### config.mk
export PLATFORM = sky130hd
export DESIGN_NAME = fifo_drain_ctrl
export DESIGN_NICKNAME = d
export VERILOG_FILES = /design/src/rtl/fifo_drain_ctrl.sv
export SDC_FILE = /design/constraint.sdc
export NUM_CORES = 1
export LEC_CHECK = 0
export CAP_MARGIN = 20
export CELL_PAD_IN_SITES_DETAIL_PLACEMENT = 1
export CELL_PAD_IN_SITES_GLOBAL_PLACEMENT = 2
export CORE_MARGIN = 4
export CORE_UTILIZATION = 29
export CTS_CLUSTER_SIZE = 30
export DETAILED_ROUTE_END_ITERATION = 7
export GPL_ROUTABILITY_DRIVEN = 1
export PLACE_DENSITY = 0.67
export SLEW_MARGIN = 20
export SYNTH_ARGS = -nofsm -noshare
export SYNTH_HDL_FRONTEND = slang
export SYNTH_SLANG_ARGS = --single-unit
### constraint.sdc
create_clock -name clk -period 3.88 [get_ports clk]
set_input_delay 0.776 -clock clk [delete_from_list [all_inputs] [get_ports clk]]
set_output_delay 0.776 -clock clk [all_outputs]
set_load 0.02 [all_outputs]
### src/rtl/fifo_drain_ctrl.sv
// fifo_drain_ctrl: read-side controller for the synchronous FIFO.
// Optional rd_count accept counter is enabled by defining FIFO_DRAIN_CNT_EN.

module fifo_drain_ctrl #(
    parameter int WIDTH = 8,
    parameter int BURST = 4,
    parameter int CNT_W = 16
) (
    input  logic             clk,
    input  logic             reset,
    input  logic             enable,
    input  logic             fifo_empty,
    input  logic [WIDTH-1:0] fifo_data,
    output logic             fifo_rd,
    output logic [WIDTH-1:0] m_data,
    output logic             m_valid,
    output logic             m_last,
    input  logic             m_ready,
    output logic             busy
`ifdef FIFO_DRAIN_CNT_EN
    ,
    output logic [CNT_W-1:0] rd_count
`endif
);

    localparam int BW = (BURST > 1) ? $clog2(BURST) : 1;
    localparam logic [BW-1:0] LAST_BEAT = BW'(BURST - 1);

    typedef enum logic [1:0] {
        IDLE,
        ISSUE,
        LATCH,
        SPACE
    } state_t;

    state_t state;

    logic [WIDTH-1:0] buf_data [2];
    logic [1:0]       buf_last;
    logic             head;
    logic             tail;
    logic [1:0]       occ;
    logic [BW-1:0]    beat_cnt;

    logic             push;
    logic             pop;
    logic             inflight;
    logic             can_issue;
    logic [2:0]       committed;

    assign inflight  = (state == ISSUE) || (state == LATCH);
    assign push      = (state == LATCH);
    assign pop       = m_valid && m_ready;
    assign committed = {1'b0, occ} + {2'b00, inflight};
    assign can_issue = enable && !fifo_empty && (committed < 3'd2);

    assign m_valid = (occ != 2'd0);
    assign m_data  = buf_data[head];
    assign m_last  = buf_last[head];
    assign busy    = (state != IDLE) || (occ != 2'd0);

    // Read sequencer: fixed 4-cycle loop so a lagging empty flag is safe.
    always_ff @(posedge clk) begin
        if (reset) begin
            state   <= IDLE;
            fifo_rd <= 1'b0;
        end else begin
            unique case (state)
                IDLE: begin
                    if (can_issue) begin
                        state   <= ISSUE;
                        fifo_rd <= 1'b1;
                    end else begin
                        fifo_rd <= 1'b0;
                    end
                end
                ISSUE: begin
                    state   <= LATCH;
                    fifo_rd <= 1'b0;
                end
                LATCH: begin
                    state   <= SPACE;
                    fifo_rd <= 1'b0;
                end
                SPACE: begin
                    state   <= IDLE;
                    fifo_rd <= 1'b0;
                end
                default: begin
                    state   <= IDLE;
                    fifo_rd <= 1'b0;
                end
            endcase
        end
    end

    // Two-entry output buffer: push at LATCH, pop on accepted handshake.
    always_ff @(posedge clk) begin
        if (reset) begin
            buf_data[0] <= '0;
            buf_data[1] <= '0;
            buf_last    <= 2'b00;
            head        <= 1'b0;
            tail        <= 1'b0;
            occ         <= 2'd0;
        end else begin
            if (push) begin
                buf_data[tail] <= fifo_data;
                buf_last[tail] <= (beat_cnt == LAST_BEAT);
                tail           <= ~tail;
            end
            if (pop) begin
                head <= ~head;
            end
            unique case ({push, pop})
                2'b10:   occ <= occ + 2'd1;
                2'b01:   occ <= occ - 2'd1;
                default: occ <= occ;
            endcase
        end
    end

    // Burst position; survives enable drops so framing resumes in place.
    always_ff @(posedge clk) begin
        if (reset) begin
            beat_cnt <= '0;
        end else if (push) begin
            if (beat_cnt == LAST_BEAT) begin
                beat_cnt <= '0;
            end else begin
                beat_cnt <= beat_cnt + 1'b1;
            end
        end
    end

`ifdef FIFO_DRAIN_CNT_EN
    // Saturating count of words accepted downstream.
    always_ff @(posedge clk) begin
        if (reset) begin
            rd_count <= '0;
        end else if (pop && (rd_count != {CNT_W{1'b1}})) begin
            rd_count <= rd_count + 1'b1;
        end
    end
`endif

endmodule

* Word-level counts from Yosys, hierarchy flattened
Memory sizes are Yosys's and may differ from the RTL's. A register that Yosys moved wholly into a read port is not among the register bits.
Index checks and enable logic that the tools add are counted.
** Word-level totals
- Bits in registers :: 11
- Bits in latches :: 0
- RAM bits :: 16
- ROM bits :: 0
- Memories :: 1
** Memories
- buf_data :: depth 2, width 8, read ports 1, clocked after Yosys merged registers in 1, write ports 2, line 38 : logic [WIDTH-1:0] buf_data [2];
** Operators by class
- Add/subtract/negate cells :: 4
- Multiply operators :: 0
- Divide/modulo/power cells :: 0
- Magnitude comparators :: 4
- Equality and inequality tests :: 7
- Shift operators :: 0
- Multiplexer cells :: 21
- Bitwise gates (word level) :: 2
- Reduce and logical (&&, ||, !) cells :: 13
** Operators by type and width (number)
- $mux 1 :: 13
- $eq 2x2->1 const B :: 4
- $mux 8 :: 1
- $pmux 2 s4 :: 1
- $reduce_or 8->1 :: 1
- $reduce_bool 2->1 :: 3
- $add 2x1->2 const B :: 2
- $eq 2x1->1 const B :: 2
- $logic_and 1x1->1 :: 4
- $lt 1x2->1 const B :: 2
- $mux 2 :: 2
- $pmux 2 s2 :: 1
- $add 2x1->3 :: 1
- $lt 3x2->1 const B :: 1
- $reduce_or 3->1 :: 1
- $bwmux 2 :: 1
- $logic_not 2->1 :: 1
- $logic_or 1x1->1 :: 2
- $ne 2x2->1 const B :: 1
- $not 1->1 :: 2
- $pmux 1 s2 :: 1
- $sub 2x1->2 const B :: 1
- $demux 1 s1 :: 1
- $ge 1x1->1 const B :: 1
- $logic_not 1->1 :: 1

* Longest topological paths before layout
- Depth in word-level cells :: 7
- Depth in mapped cells :: 7
- Depth with buffers taken out :: 7

* Worst setup path after synthesis
No wires, ideal clock.
- Kind :: input port to flip-flop
- Start :: input m_ready
- End :: register occ[1]
- Arrival :: 1.685 ns
- Data required time :: 3.810 ns
- Setup slack :: 2.125 ns
- Cell stages on the path :: 4
- Path through :: o21a_1 > ha_1 > or3_1 > a21oi_1
** On the way
- Longest elaborated chain between the ends :: 3
- Elaborated cells between the ends (all ways) :: 5
** Ends and longest elaborated chain
- from (decl) :: line 18 : input logic m_ready,
- $logic_and 1x1->1 * :: line 53 : assign pop = m_valid && m_ready;
- $eq 2x1->1 or $eq 2x2->1 (tied branches) :: line 115 : unique case ({push, pop})
- $pmux 2 s2 or $reduce_bool 2->1 (tied branches)
- to (signal assigned) :: line 116 : 2'b10: occ <= occ + 2'd1;
- to (signal assigned) :: line 117 : 2'b01: occ <= occ - 2'd1;
- to (decl) :: line 42 : logic [1:0] occ;
Every way passes the cells marked *; elsewhere a longest branch is shown, timed or not.
A chain may end at the register's enable or synchronous reset.

==> results.json <==
{
  "r2r.worst_path.cells": 6,
  "via_per_inst": 4.54,
  "hold-path-cell-count": 1,
  "worst-slew-pin-transition_ps": 619,
  "finalCoreUtilization_pct": 38.3,
  "timing.slew.headroom_pct": 58.6,
  "r2r_start": "state[0]",
  "htreeDepth": 1,
  "synth.yosys.seq_area_share_pct": 54.3,
  "path_cells": "mux2_2, clkdlybuf4s50_1",
  "die_outline_area_um2": 5720,
  "cts_sinks": 28,
  "critical-path-slowest-cell": "sky130_fd_sc_hd__dfxtp_1",
  "power_per_cell_area_nw_per_um2": 664,
  "post_synth_num_cell_types": 27,
  "synth.ff_latch_count": 28,
  "setup_total_negative_slack_ps": 0,
  "slowest_delay_ps": 550,
  "drc": 0,
  "timing.hold.worst.class": "flip-flop to flip-flop",
  "grt_pass1_vias": 871,
  "dr.first_iter.drc_count": 35,
  "min_delay_src": "buf_last[1]",
  "worstPathMaxFanout": 8,
  "pwr-share-clk_pct": 19.9,
  "hpwlAfterDp_um": 2020,
  "synthCells": 109,
  "total_switching_power_uw": 373,
  "final_antenna_net_count": 0,
  "leakagePower_uw": 0.000648,
  "critPathCaptureType": "primary output",
  "reg2reg_to": "occ[1]",
  "maxCapViolCount": 0,
  "synth-edff-count": 16,
  "upper_clock_frequency_limit_mhz": 397,
  "drive_gt1_share_pct": 11.9,
  "final_period_minus_worst_setup_slack_ps": 2520,
  "synthDominantAreaCellType": "sky130_fd_sc_hd__edfxtp_1",
  "layout-area-overhead-vs-synth_pct": 26.6,
  "routed_wirelength_um": 2540,
  "internal-power_uw": 742,
  "cts_repair_resize_count": 0,
  "final-max-slew-violation-count": 0,
  "yosys-top-cells-count": "sky130_fd_sc_hd__and2_1 (16), sky130_fd_sc_hd__edfxtp_1 (16), sky130_fd_sc_hd__dfxtp_1 (12)",
  "setup_viol": 0,
  "mappedNetlistArea_um2": 1330,
  "mappedNetlistNets": 130,
  "hold_violations": 0,
  "die_width_um": 75.6,
  "critPathKind": "flip-flop to primary output",
  "port_buffers": 24,
  "asyncSetResetFlopFracSynth_pct": 0,
  "clockRootBuffer": "sky130_fd_sc_hd__clkbuf_8",
  "cts.reportedPaths.clkPinSlew_ps": 90,
  "die-height_um": 75.6,
  "ioPinCount": 25,
  "whs_endpoint": "buf_last[1]",
  "floorplan.initialDensity_pct": 30.3,
  "detail_route.wl_per_cell_um": 13.6,
  "antenna-diode-count": 0,
  "grt_start_max_net_pins": 17,
  "ctsHoldBuffers": 0,
  "routabilityCongestion": 0.722,
  "timing.critical_path.from_type": "flip-flop",
  "nNetsFinal": 156,
  "maximum_vdd_ir_drop_uv": 346,
  "global_route_usage_sum_pct": 9.56,
  "cts_made_buffers": 3,
  "fp.coreArea_um2": 4380,
  "yosysWarnings": 0,
  "tritoncts": "built",
  "cts.path.max_buffers": 2,
  "cp_data_required_time_ps": 3100,
  "reg2reg_setup_slack_ps": 2210,
  "run_status": "finished, final reports clean",
  "grt_first_pass_wirelength_um": 4010,
  "synthDominantCellAreaShare_pct": 36.2,
  "pwr-share-comb_pct": 40.9,
  "grt_overflow": 0,
  "top_cells_by_area_in_the_synthesized_netlist": "sky130_fd_sc_hd__edfxtp_1 (36%), sky130_fd_sc_hd__dfxtp_1 (18%), sky130_fd_sc_hd__mux2_2 (7.6%), sky130_fd_sc_hd__and2_1 (7.5%), sky130_fd_sc_hd__ha_1 (7.5%)",
  "first_pass_iters": 3,
  "rsz0062_at_grt": "false",
  "total_via_count_after_detailed_routing": 845,
  "antenna_found_initial": 0,
  "worst_skew_pair.late_latency_ps": 270,
  "standard_cell_rows": 24,
  "critPathArrivalTime_ps": 1740,
  "placed_cells_incl_taps": 182,
  "period_share_pct": 64.8,
  "synth.avg_cell_area_um2": 12.2,
  "p_seq_share_pct": 39.2,
  "netSwitchingFraction_pct": 33.4,
  "synth_ff_type": "sky130_fd_sc_hd__edfxtp_1",
  "postCtsSetupRepairBufs": 0,
  "layoutNonFillerInstCount": 186,
  "clock_skew_ps": 3.96
}
sequential cells by signal, indices dropped and copies added (netlist names), named ones only:
signal / cells
buf_last: 2
tail: 1
buf_data: 16
head: 1
beat_cnt: 2
occ: 2
fifo_rd: 1
state: 2
logic make-up (layout without fill, tap and decap cells):
group	after synthesis	count (layout)	synth area share [%]
flops	28	28	54.3
fa+ha+maj	8	8	7.55
buf+inv	11	36	4.06
xor+xnor	4	4	2.64
mux	10	10	8.40
simple gates	35	35	16.4
compound gates	13	13	6.60
routing by layer:
metal	share of wire (%)	track usage (%)
met1	42	11.0
met2	53	17.0
met3	4.2	3.30
met4	0.55	2.33
met5	0	0
layout make-up:
class | count | area [um2]
repair buffers | 24 | 240
clock buffers | 3 | 41.3
multi-input cells | 70 | 552
clock inverters | 1 | 30.0
fillers | 478 | 2710
flip-flops and latches | 28 | 721
inverters | 8 | 30.0
well taps | 52 | 65.1
critical path: cells and delay by family, from the launching register on:
kind     cells  cell delay [ps]
flops        1              550
mux          1              380
buf+inv      1              540
power groups by stage:
stage / Clock, uW / Combinational (uW) / Sequential, uW
finish: 222 / 456 / 437
global route: 248 / 503 / 445
CTS: 233 / 466 / 439
detailed placement: 0 / 464 / 446
global placement: 0 / 454 / 442
floorplan: 0 / 331 / 419
worst max-delay path by stage:
stage,startpoint,end,cells past startpoint
2_1_floorplan,m_ready,occ[1],4
3_3_place_gp,reset,buf_data[0][2],3
3_5_place_dp,reset,buf_data[0][2],3
4_1_cts,flip-flop,m_data[7],2
5_1_grt,state[1],busy,4
6_report,flip-flop,m_data[6],2
metrics by stage:
| stage | hold WS (ps) | power (uW) | worst slack [ps] | area, um2 |
|---|---|---|---|---|
| final | 499 | 1110 | 1360 | 1680 |
| after detailed placement | 473 | 910 | 1460 | 1610 |
| after global placement | 471 | 896 | 1490 | 1610 |
| after global routing | 539 | 1200 | 1280 | 1680 |
| after floorplan | 443 | 750 | 2120 | 1330 |
| after CTS | 496 | 1140 | 1320 | 1680 |
placed cells by master (no fill, tap or decap):
| cell | n |
|---|---|
| sky130_fd_sc_hd__mux2i_1 | 1 |
| sky130_fd_sc_hd__inv_1 | 7 |
| sky130_fd_sc_hd__bufinv_16 | 1 |
| sky130_fd_sc_hd__a21oi_1 | 6 |
| sky130_fd_sc_hd__o21ai_0 | 1 |
| sky130_fd_sc_hd__o21a_1 | 1 |
| sky130_fd_sc_hd__nor2_1 | 8 |
| sky130_fd_sc_hd__clkdlybuf4s50_1 | 24 |
| sky130_fd_sc_hd__a311o_1 | 1 |
| sky130_fd_sc_hd__inv_2 | 1 |
| sky130_fd_sc_hd__ha_1 | 8 |
| sky130_fd_sc_hd__clkbuf_8 | 3 |
| sky130_fd_sc_hd__nor3_4 | 2 |
| sky130_fd_sc_hd__nand2_1 | 3 |
| sky130_fd_sc_hd__xnor2_1 | 3 |
| sky130_fd_sc_hd__a22o_1 | 2 |
| sky130_fd_sc_hd__or3b_1 | 1 |
| sky130_fd_sc_hd__mux2_2 | 9 |
| sky130_fd_sc_hd__nand2b_1 | 1 |
| sky130_fd_sc_hd__a311oi_1 | 2 |
| sky130_fd_sc_hd__and2_1 | 16 |
| sky130_fd_sc_hd__dfxtp_1 | 12 |
| sky130_fd_sc_hd__or3_1 | 1 |
| sky130_fd_sc_hd__xor2_1 | 1 |
| sky130_fd_sc_hd__edfxtp_1 | 16 |
| sky130_fd_sc_hd__nor3b_1 | 2 |
| sky130_fd_sc_hd__or4_1 | 1 |
Power figures use the tool's default switching activity.
